File: src/rtl/uart_tx_arbiter.sv
// uart_tx_arbiter: round-robin sharing of one UART transmitter among NREQ
// byte requesters. A grant lasts for one packet or BURST_MAX bytes, each byte
// is launched, acked via tx_busy, and waited out; a watchdog on the ack flags
// a dead transmitter (sticky ack_err) and releases the grant.
module uart_tx_arbiter #(
  parameter int NREQ        = 4,
  parameter int BYTESIZES   = 8,
  parameter int BURST_MAX   = 4,
  parameter int ACK_TIMEOUT = 64
) (
  input  logic                        clock,
  input  logic                        reset,
  input  logic [NREQ-1:0]             req_valid,
  input  logic [NREQ*BYTESIZES-1:0]   req_data,
  input  logic [NREQ-1:0]             req_last,
  output logic [NREQ-1:0]             req_ready,
  output logic                        tx_start,
  output logic [BYTESIZES-1:0]        tx_data,
  input  logic                        tx_busy,
  output logic                        grant_valid,
  output logic [$clog2(NREQ)-1:0]     grant_id,
  output logic                        ack_err
);

  localparam int IW = $clog2(NREQ);
  localparam int CW = $clog2(BURST_MAX + 1);
  localparam int TW = $clog2(ACK_TIMEOUT + 1);

  typedef enum logic [1:0] {
    S_IDLE,
    S_WAIT_ACK,
    S_WAIT_DONE
  } state_t;

  state_t                r_state, w_state;
  logic [IW-1:0]         r_rr_ptr, w_rr_ptr;
  logic [CW-1:0]         r_byte_cnt, w_byte_cnt;
  logic                  r_last_q, w_last_q;
  logic [TW-1:0]         r_timer, w_timer;
  logic                  r_tx_start, w_tx_start;
  logic [BYTESIZES-1:0]  r_tx_data, w_tx_data;
  logic [NREQ-1:0]       r_req_ready, w_req_ready;
  logic                  r_grant_valid, w_grant_valid;
  logic [IW-1:0]         r_grant_id, w_grant_id;
  logic                  r_ack_err, w_ack_err;

  logic                  w_found;
  logic [IW-1:0]         w_pick;
  logic [IW-1:0]         w_ptr_after;

  // Round-robin search: first pending requester starting at rr_ptr, wrapping.
  always_comb begin
    logic [IW-1:0] cand;
    w_found = 1'b0;
    w_pick  = '0;
    cand    = '0;
    for (int unsigned k = 0; k < NREQ; k++) begin
      cand = IW'((r_rr_ptr + k) % NREQ);
      if (!w_found && req_valid[cand]) begin
        w_found = 1'b1;
        w_pick  = cand;
      end
    end
  end

  // Pointer value after releasing the current owner.
  always_comb begin
    w_ptr_after = (r_grant_id == IW'(NREQ - 1)) ? '0 : r_grant_id + 1'b1;
  end

  // Next-state and registered-output logic.
  // The ack timer is cleared on the launch edge, so reaching ACK_TIMEOUT-1
  // without busy means ACK_TIMEOUT edges have passed since launch. A timeout
  // release advances rr_ptr like a normal release so a dead requester slot
  // does not monopolise retries.
  always_comb begin
    w_state       = r_state;
    w_rr_ptr      = r_rr_ptr;
    w_byte_cnt    = r_byte_cnt;
    w_last_q      = r_last_q;
    w_timer       = r_timer;
    w_tx_start    = 1'b0;
    w_tx_data     = r_tx_data;
    w_req_ready   = '0;
    w_grant_valid = r_grant_valid;
    w_grant_id    = r_grant_id;
    w_ack_err     = r_ack_err;
    case (r_state)
      S_IDLE: begin
        if (!tx_busy && w_found) begin
          w_state       = S_WAIT_ACK;
          w_grant_id    = w_pick;
          w_grant_valid = 1'b1;
          w_tx_data     = req_data[w_pick*BYTESIZES +: BYTESIZES];
          w_tx_start    = 1'b1;
          w_req_ready   = NREQ'(1) << w_pick;
          w_byte_cnt    = CW'(1);
          w_last_q      = req_last[w_pick];
          w_timer       = '0;
        end
      end
      S_WAIT_ACK: begin
        if (tx_busy) begin
          w_state = S_WAIT_DONE;
          w_timer = '0;
        end else if (r_timer == TW'(ACK_TIMEOUT - 1)) begin
          w_ack_err     = 1'b1;
          w_grant_valid = 1'b0;
          w_byte_cnt    = '0;
          w_rr_ptr      = w_ptr_after;
          w_timer       = '0;
          w_state       = S_IDLE;
        end else begin
          w_timer = r_timer + 1'b1;
        end
      end
      S_WAIT_DONE: begin
        if (!tx_busy) begin
          if (!r_last_q && (r_byte_cnt < CW'(BURST_MAX)) && req_valid[r_grant_id]) begin
            w_state     = S_WAIT_ACK;
            w_tx_data   = req_data[r_grant_id*BYTESIZES +: BYTESIZES];
            w_tx_start  = 1'b1;
            w_req_ready = NREQ'(1) << r_grant_id;
            w_byte_cnt  = r_byte_cnt + 1'b1;
            w_last_q    = req_last[r_grant_id];
            w_timer     = '0;
          end else begin
            w_state       = S_IDLE;
            w_grant_valid = 1'b0;
            w_rr_ptr      = w_ptr_after;
            w_byte_cnt    = '0;
          end
        end
      end
      default: w_state = S_IDLE;
    endcase
  end

  // State and output registers with synchronous reset.
  always_ff @(posedge clock) begin
    if (reset) begin
      r_state       <= S_IDLE;
      r_rr_ptr      <= '0;
      r_byte_cnt    <= '0;
      r_last_q      <= 1'b0;
      r_timer       <= '0;
      r_tx_start    <= 1'b0;
      r_tx_data     <= '0;
      r_req_ready   <= '0;
      r_grant_valid <= 1'b0;
      r_grant_id    <= '0;
      r_ack_err     <= 1'b0;
    end else begin
      r_state       <= w_state;
      r_rr_ptr      <= w_rr_ptr;
      r_byte_cnt    <= w_byte_cnt;
      r_last_q      <= w_last_q;
      r_timer       <= w_timer;
      r_tx_start    <= w_tx_start;
      r_tx_data     <= w_tx_data;
      r_req_ready   <= w_req_ready;
      r_grant_valid <= w_grant_valid;
      r_grant_id    <= w_grant_id;
      r_ack_err     <= w_ack_err;
    end
  end

  assign tx_start    = r_tx_start;
  assign tx_data     = r_tx_data;
  assign req_ready   = r_req_ready;
  assign grant_valid = r_grant_valid;
  assign grant_id    = r_grant_id;
  assign ack_err     = r_ack_err;

endmodule

File: config.mk
export PLATFORM = sky130hd
export DESIGN_NAME = uart_tx_arbiter
export DESIGN_NICKNAME = d
export VERILOG_FILES = /design/src/rtl/uart_tx_arbiter.sv
export SDC_FILE = /design/constraint.sdc
export NUM_CORES = 1
export LEC_CHECK = 0
export ABC_AREA = 1
export BUFFER_PORTS_ARGS = -buffer_cell sky130_fd_sc_hd__buf_2
export CAP_MARGIN = 5
export CORE_ASPECT_RATIO = 2
export CORE_UTILIZATION = 55
export DETAILED_ROUTE_END_ITERATION = 7
export PLACE_DENSITY = 0.83
export SYNTH_ARGS = -nofsm -noshare
export SYNTH_HDL_FRONTEND = slang
export SYNTH_SLANG_ARGS = --single-unit
File: constraint.sdc
create_clock -name clock -period 4.49 [get_ports clock]
set_clock_uncertainty 0.05 [all_clocks]
set_input_delay 0.2245 -clock clock [delete_from_list [all_inputs] [get_ports clock]]
set_output_delay 0.2245 -clock clock [all_outputs]
set_load 0.005 [all_outputs]
==> results of run 1 <==
==> Yosys cell counts (4+ instances only) <==
master | instances | area share, %
inv_1 | 35 | 5.8
o21ai_0 | 10 | 2.2
nand2_1 | 94 | 15
a21oi_1 | 16 | 3.5
nand2_2 | 12 | 3.3
nand3b_1 | 16 | 5.3
nand4_1 | 4 | 1.1
inv_2 | 6 | 0.99
ha_1 | 10 | 5.5
nand3_1 | 39 | 8.6
dfxtp_1 | 32 | 28
nor2_1 | 41 | 6.7
==> power by group through the flow <==
stage	combinational, mW	sequential (mW)	clock (mW)
after floorplan	0.890	0.412	0
after global routing	1.26	0.435	0.255
after CTS	1.09	0.426	0.243
after detailed placement	1.08	0.432	0
after global placement	1.07	0.430	0
final	1.09	0.428	0.237
==> worst reg2reg max path, stage by stage, from the launching register on <==
cell and delay [ps]:
dfxtp_1 590, inv_6 100, nand2_1 90, nand2_2 70, nand2_1 70, nand2_2 80
a31oi_1 160, nand3_2 200, a21boi_4 330, inv_2 130, nand2_1 90, nand3_1 70
nand2_1 80, inv_1 40
==> cells by family after synthesis <==
| family | Yosys count |
|---|---|
| compound gates | 39 |
| xor+xnor | 2 |
| fa+ha+maj | 10 |
| buf+inv | 50 |
| flops | 32 |
| simple gates | 220 |
==> through the flow <==
| step | cells | power [mW] | util, % | hold slack [ps] |
|---|---|---|---|---|
| after floorplan | 353 | 1.30 | - | 339 |
| after global placement | 455 | 1.50 | 66.0 | 385 |
| after detailed placement | 455 | 1.51 | 66.0 | 392 |
| after CTS | 463 | 1.76 | 68.5 | 215 |
| after global routing | 463 | 1.95 | 68.5 | 236 |
| final | 463 | 1.75 | 68.5 | 217 |
==> worst min path at each step <==
stage	startpoint	end	slack, ps	depth (start not counted)
3_5_place_dp	r_timer[6]$_SDFFE_PP0P_	r_timer[6]$_SDFFE_PP0P_	390	2
4_1_cts	tx_busy	r_state[1]$_SDFFE_PP0P_	210	3
6_report	tx_busy	r_state[1]$_SDFFE_PP0P_	220	3
3_3_place_gp	r_timer[6]$_SDFFE_PP0P_	r_timer[6]$_SDFFE_PP0P_	380	2
5_1_grt	tx_busy	r_state[1]$_SDFFE_PP0P_	240	3
2_1_floorplan	tx_busy	r_state[1]$_SDFFE_PP0P_	340	2
==> flip-flops by register name (all words and copies together), names as in the netlist <==
| name | count |
|---|---|
| r_last_q | 1 |
| r_rr_ptr | 2 |
| r_timer | 7 |
| r_byte_cnt | 3 |
| r_state | 2 |
| tx_data | 8 |
| tx_start | 1 |
| req_ready | 4 |
| ack_err | 1 |
| grant_valid | 1 |
| grant_id | 2 |
==> layer usage <==
layer	global-route usage, %	wire, um
met1	26.0	2120
met2	51.5	3080
met3	5.21	216
met4	14.4	161
met5	0	0
==> area by class of cell <==
type | instances | area (sq um) | area share [%]
clock inverter | 2 | 15.0 | 0.559
multi-input combinational | 271 | 1430 | 53.1
clock buffer | 6 | 82.6 | 3.07
tap | 51 | 63.8 | 2.38
inverter | 42 | 163 | 6.05
sequential | 32 | 641 | 23.8
timing repair buffer | 59 | 295 | 11.0
==> flow_summary.ini, run 1 <==
[route]
firstDrtPassIters = 4
drc_errors = 0
vias = 2408
viasPerCell = 5.20
routedWlPerCell_um = 12.0
drt_iter0_drc = 56
drtAntennaViolNets = 0
wl_um = 5580

[grt]
grt_pass1_wl_um = 9060
antenna_found_initial = 0
grtUsageTotal_pct = 27.8
grt_pass1_vias = 2285
grt_max_degree = 21
grt_remaining_overflow = 0

[yosys]
ys_ff_latch = 32
synthAdderAreaFrac_pct = 5.49
synth_xor_area_share_pct = 0.768
syn_avg_cell_area_sq_um = 6.46
synthesis.nets = 406
muxShareOfSynthArea_pct = 0
synthDistinctLibCells = 35
synth_edf_count = 0
synth_compound_area_share_pct = 10.1
synth_ff_type = dfxtp_1
netlist_area_sq_um = 2280
synthArstFlopShare_pct = 0
yosys.area_share.simple_pct = 46.1
yosys_warnings = 0
synth_top_family_by_area = simple AND/OR/NAND/NOR gates
synth_cells = 353
synth_seq_area_share_pct = 28.1

[run]
maxCapViolCount = 0

[sta]
fin_crit_sh_pct = 49.6
fin_setup_tns_ps = 0
slew_viol_final = 0
rsz0062_at_grt = no
setup_ws_ps = 2260
finalHoldViolations = 0
timing.fmax_ghz = 0.449
min_period_ps = 2230
max_slew.worst_pin.slew_ps = 535
timing.final.setup_violations = 0
relSlewSlack_pct = 64.3

[clocking]
cts_resized = 0
cts-buffers-inserted = 5
clk_pin_slew_ps = 70
hold_buffers = 0
clockRootBuffer = clkbuf_8
cts_tree = yes
clockBufferDepth = 2
postCtsSetupBuffers = 0
htreeDepth = 2
insertion_delay_ps = 290
numClockSinks = 32

[floorplan]
start_util_pct = 58.1
die-area_sq_um = 4420
core.rowCount = 32
io_pins = 60
die_x_um = 47.5
die_h_um = 93.1
core_area_sq_um = 3920

[critical_path]
slowest_stage = dfxtp_1
critical-path-top-delay-family = simple AND/OR/NAND/NOR gates
start_kind = flop
cpMostUsedCell = nand2_1
critPathCaptureType = flop
path_depth = 13
cp_num_buf_inv = 3
required_ps = 4640
crit_arrival_ps = 2370
rr_endpoint = tx_data[2]$_SDFFE_PP0P_
reg2reg_depth = 13
worst_path_largest_cell_delay_ps = 590
r2r_start = r_rr_ptr[0]$_SDFFE_PP0P_
cp_cell_sequence = inv_6, nand2_1, nand2_2, nand2_1, nand2_2, a31oi_1, nand3_2, a21boi_4, inv_2, nand2_1, nand3_1, nand2_1, inv_1
r2r_slack_ps = 2260
crit_fanout = 10
worstSetupStartpoint = r_rr_ptr[0]$_SDFFE_PP0P_
path_class = reg -> reg
crit_path_end = tx_data[2]$_SDFFE_PP0P_

[placement]
place_area_sq_um = 2590
pre_cts_ws_ps = 2290
gp_congestion = 0.821
hpwl_um = 4420
port_buffers = 59

[pwr]
combPwrFrac_pct = 62.0
clkPwrFrac_pct = 13.6
ir_drop_v = 0.000461
power_density_nw_per_um2 = 652
p_leak_nw = 1.40
intPower_uw = 865
seqPwrFrac_pct = 24.4
switching_share_pct = 50.6
p_sw_uw = 885

[min_path]
hold_path.class = in -> reg

[finish]
area_growth_pct = 17.8
layout_common_cells = nand2_1 (94), buf_2 (59), nor2_1 (41)
final_cell_area_sq_um = 2690
fill_cells = 385
antenna_cells = 0
layout_commonest_cell = nand2_1
layout-drive-gt1-share_pct = 23.5
nets = 464

[outcome]
status = finished clean
No activity file was read; power rests on OpenSTA's default activity.
==> inputs of run 2 (changes only) <==
- CORE_UTILIZATION: 55 -> 53
- PLACE_DENSITY: 0.83 -> 0.8
- clock period: 4.49 -> 2.1 ns (I/O delays scaled with it)
==> flow_summary.ini, run 2 (same netlist as run 1, synthesis figures left out) <==
[placement]
port_buffers = 59
pre_cts_ws_ps = -63.4
gp_congestion = 0.879
hpwl_um = 4610

[floorplan]
start_util_pct = 55.2
die_h_um = 94.8
io_pins = 60
core.rowCount = 33
core_area_sq_um = 4130
die_x_um = 48.4
die-area_sq_um = 4590

[clocking]
clockRootBuffer = clkbuf_8
hold_buffers = 0
insertion_delay_ps = 280
numClockSinks = 32
clockBufferDepth = 2
htreeDepth = 2
clk_pin_slew_ps = 70
cts_tree = yes
cts-buffers-inserted = 5

[sta]
min_period_ps = 1970
max_slew.worst_pin.slew_ps = 360
relSlewSlack_pct = 75.9
fin_setup_tns_ps = 0
fin_crit_sh_pct = 93.9
setup_ws_ps = 129
finalHoldViolations = 0
timing.final.setup_violations = 0
timing.fmax_ghz = 0.507
slew_viol_final = 0

[grt]
grt_pass1_wl_um = 9700
grtUsageTotal_pct = 26.7
antenna_found_initial = 0
grt_remaining_overflow = 0
grt_max_degree = 18
grt_pass1_vias = 2360

[critical_path]
required_ps = 2220
crit_fanout = 4
start_kind = flop
critPathCaptureType = flop
reg2reg_depth = 9
path_class = reg -> reg
crit_arrival_ps = 2090

[finish]
multiInputGateArea_sq_um = 1480
area_growth_pct = 27.4
layout-drive-gt1-share_pct = 29.4
antenna_cells = 0
area.sequential_sq_um = 647
layout_commonest_cell = nand2_1
largest_register_ffs = 8
fill_cells = 360
layout_common_cells = nand2_1 (92), buf_2 (59), nor2_1 (41)
nets = 487

[route]
routedWlPerCell_um = 12.8
vias = 2536
drc_errors = 0
drtAntennaViolNets = 0
wl_um = 6250
viasPerCell = 5.21
drt_iter0_drc = 104
firstDrtPassIters = 4

[pwr]
switching_share_pct = 48.2
combPwrFrac_pct = 68.6
p_total_mw = 4.36
seqPwrFrac_pct = 20.5
clkPwrFrac_pct = 11.0
p_leak_nw = 1.52
p_sw_mw = 2.10
intPower_mw = 2.26
ir_drop_v = 0.00103
power_density_nw_per_um2 = 1500

[min_path]
holdPathStages = 2
hold_path.class = in -> reg

[outcome]
status = finished clean

[run]
maxCapViolCount = 0
[run 2: changes by cell type in the layout (fill, tap and decap cells not counted), moves of 2 or more]
cell / before / now
buf_4: 0 / 21
dfxtp_1: 32 / 29
clkbuf_1: 0 / 2
clkinvlp_4: 2 / 0
dfxtp_2: 0 / 2
nand2_1: 94 / 92
nand3_1: 39 / 37
nand3_2: 2 / 4
o21ai_0: 10 / 8
[run 2: worst max-delay path: stages (launching register included)]
cell and delay [ps]:
dfxtp_2 340, ha_2 180, nand2_1 90, nor3_2 190
inv_1 50, or2_2 300, o21ai_2 160, nand4_1 240
o21ai_1 210, a21oi_1 50
[run 2: through the flow]
| stage | cell area (sq um) | instances | hold slack (ps) | utilization (%) |
|---|---|---|---|---|
| 3_3_place_gp | 2670 | 467 | 322 | 64.7 |
| 6_report | 2910 | 487 | 30.3 | 70.4 |
| 4_1_cts | 2760 | 475 | 24.2 | 66.9 |
| 2_1_floorplan | 2280 | 353 | 220 | - |
| 5_1_grt | 2910 | 487 | 18.2 | 70.4 |
| 3_5_place_dp | 2670 | 467 | 321 | 64.7 |
[run 2: worst paths after layout]
kind	start	end	slack [ps]
max	r_timer[0]$_SDFFE_PP0P_	r_rr_ptr[1]$_SDFFE_PP0P_	130
min	reset	r_byte_cnt[1]$_SDFFE_PP0P_	30
min reg2reg	r_timer[6]$_SDFFE_PP0P_	r_timer[6]$_SDFFE_PP0P_	400
max reg2reg	r_timer[0]$_SDFFE_PP0P_	r_rr_ptr[1]$_SDFFE_PP0P_	130
[run 2: repair_timing]
item,in CTS,in global routing
cloned,0,1
gates resized for setup,1,17
setup buffers,0,11
setup endpoints to repair,9,16
pin swaps,0,9
[run 2: final cells by class]
class                           count  share of cell area, %
Multi-Input combinational cell    272                   50.8
Timing Repair Buffer               81                   16.0
Clock buffer                        8                   3.10
Tap cell                           52                   2.24
Inverter                           42                   5.60
Sequential cell                    32                   22.3
[run 2: metal layers]
layer | up-vias | global-route usage (%) | routed length (um)
li1 | 1302 | - | -
met1 | 1133 | 25.5 | 2380
met4 | 0 | 12.7 | 138
met3 | 15 | 4.51 | 243
met5 | - | 0 | 0
met2 | 86 | 53.6 | 3480
[run 2: power by group through the flow]
stage	logic [mW]	clock network, mW	registers, mW
finish	2.99	0.479	0.891
global route	3.34	0.523	0.911
CTS	2.48	0.490	0.889
detailed placement	2.47	0	0.899
global placement	2.41	0	0.892
floorplan	1.90	0	0.880
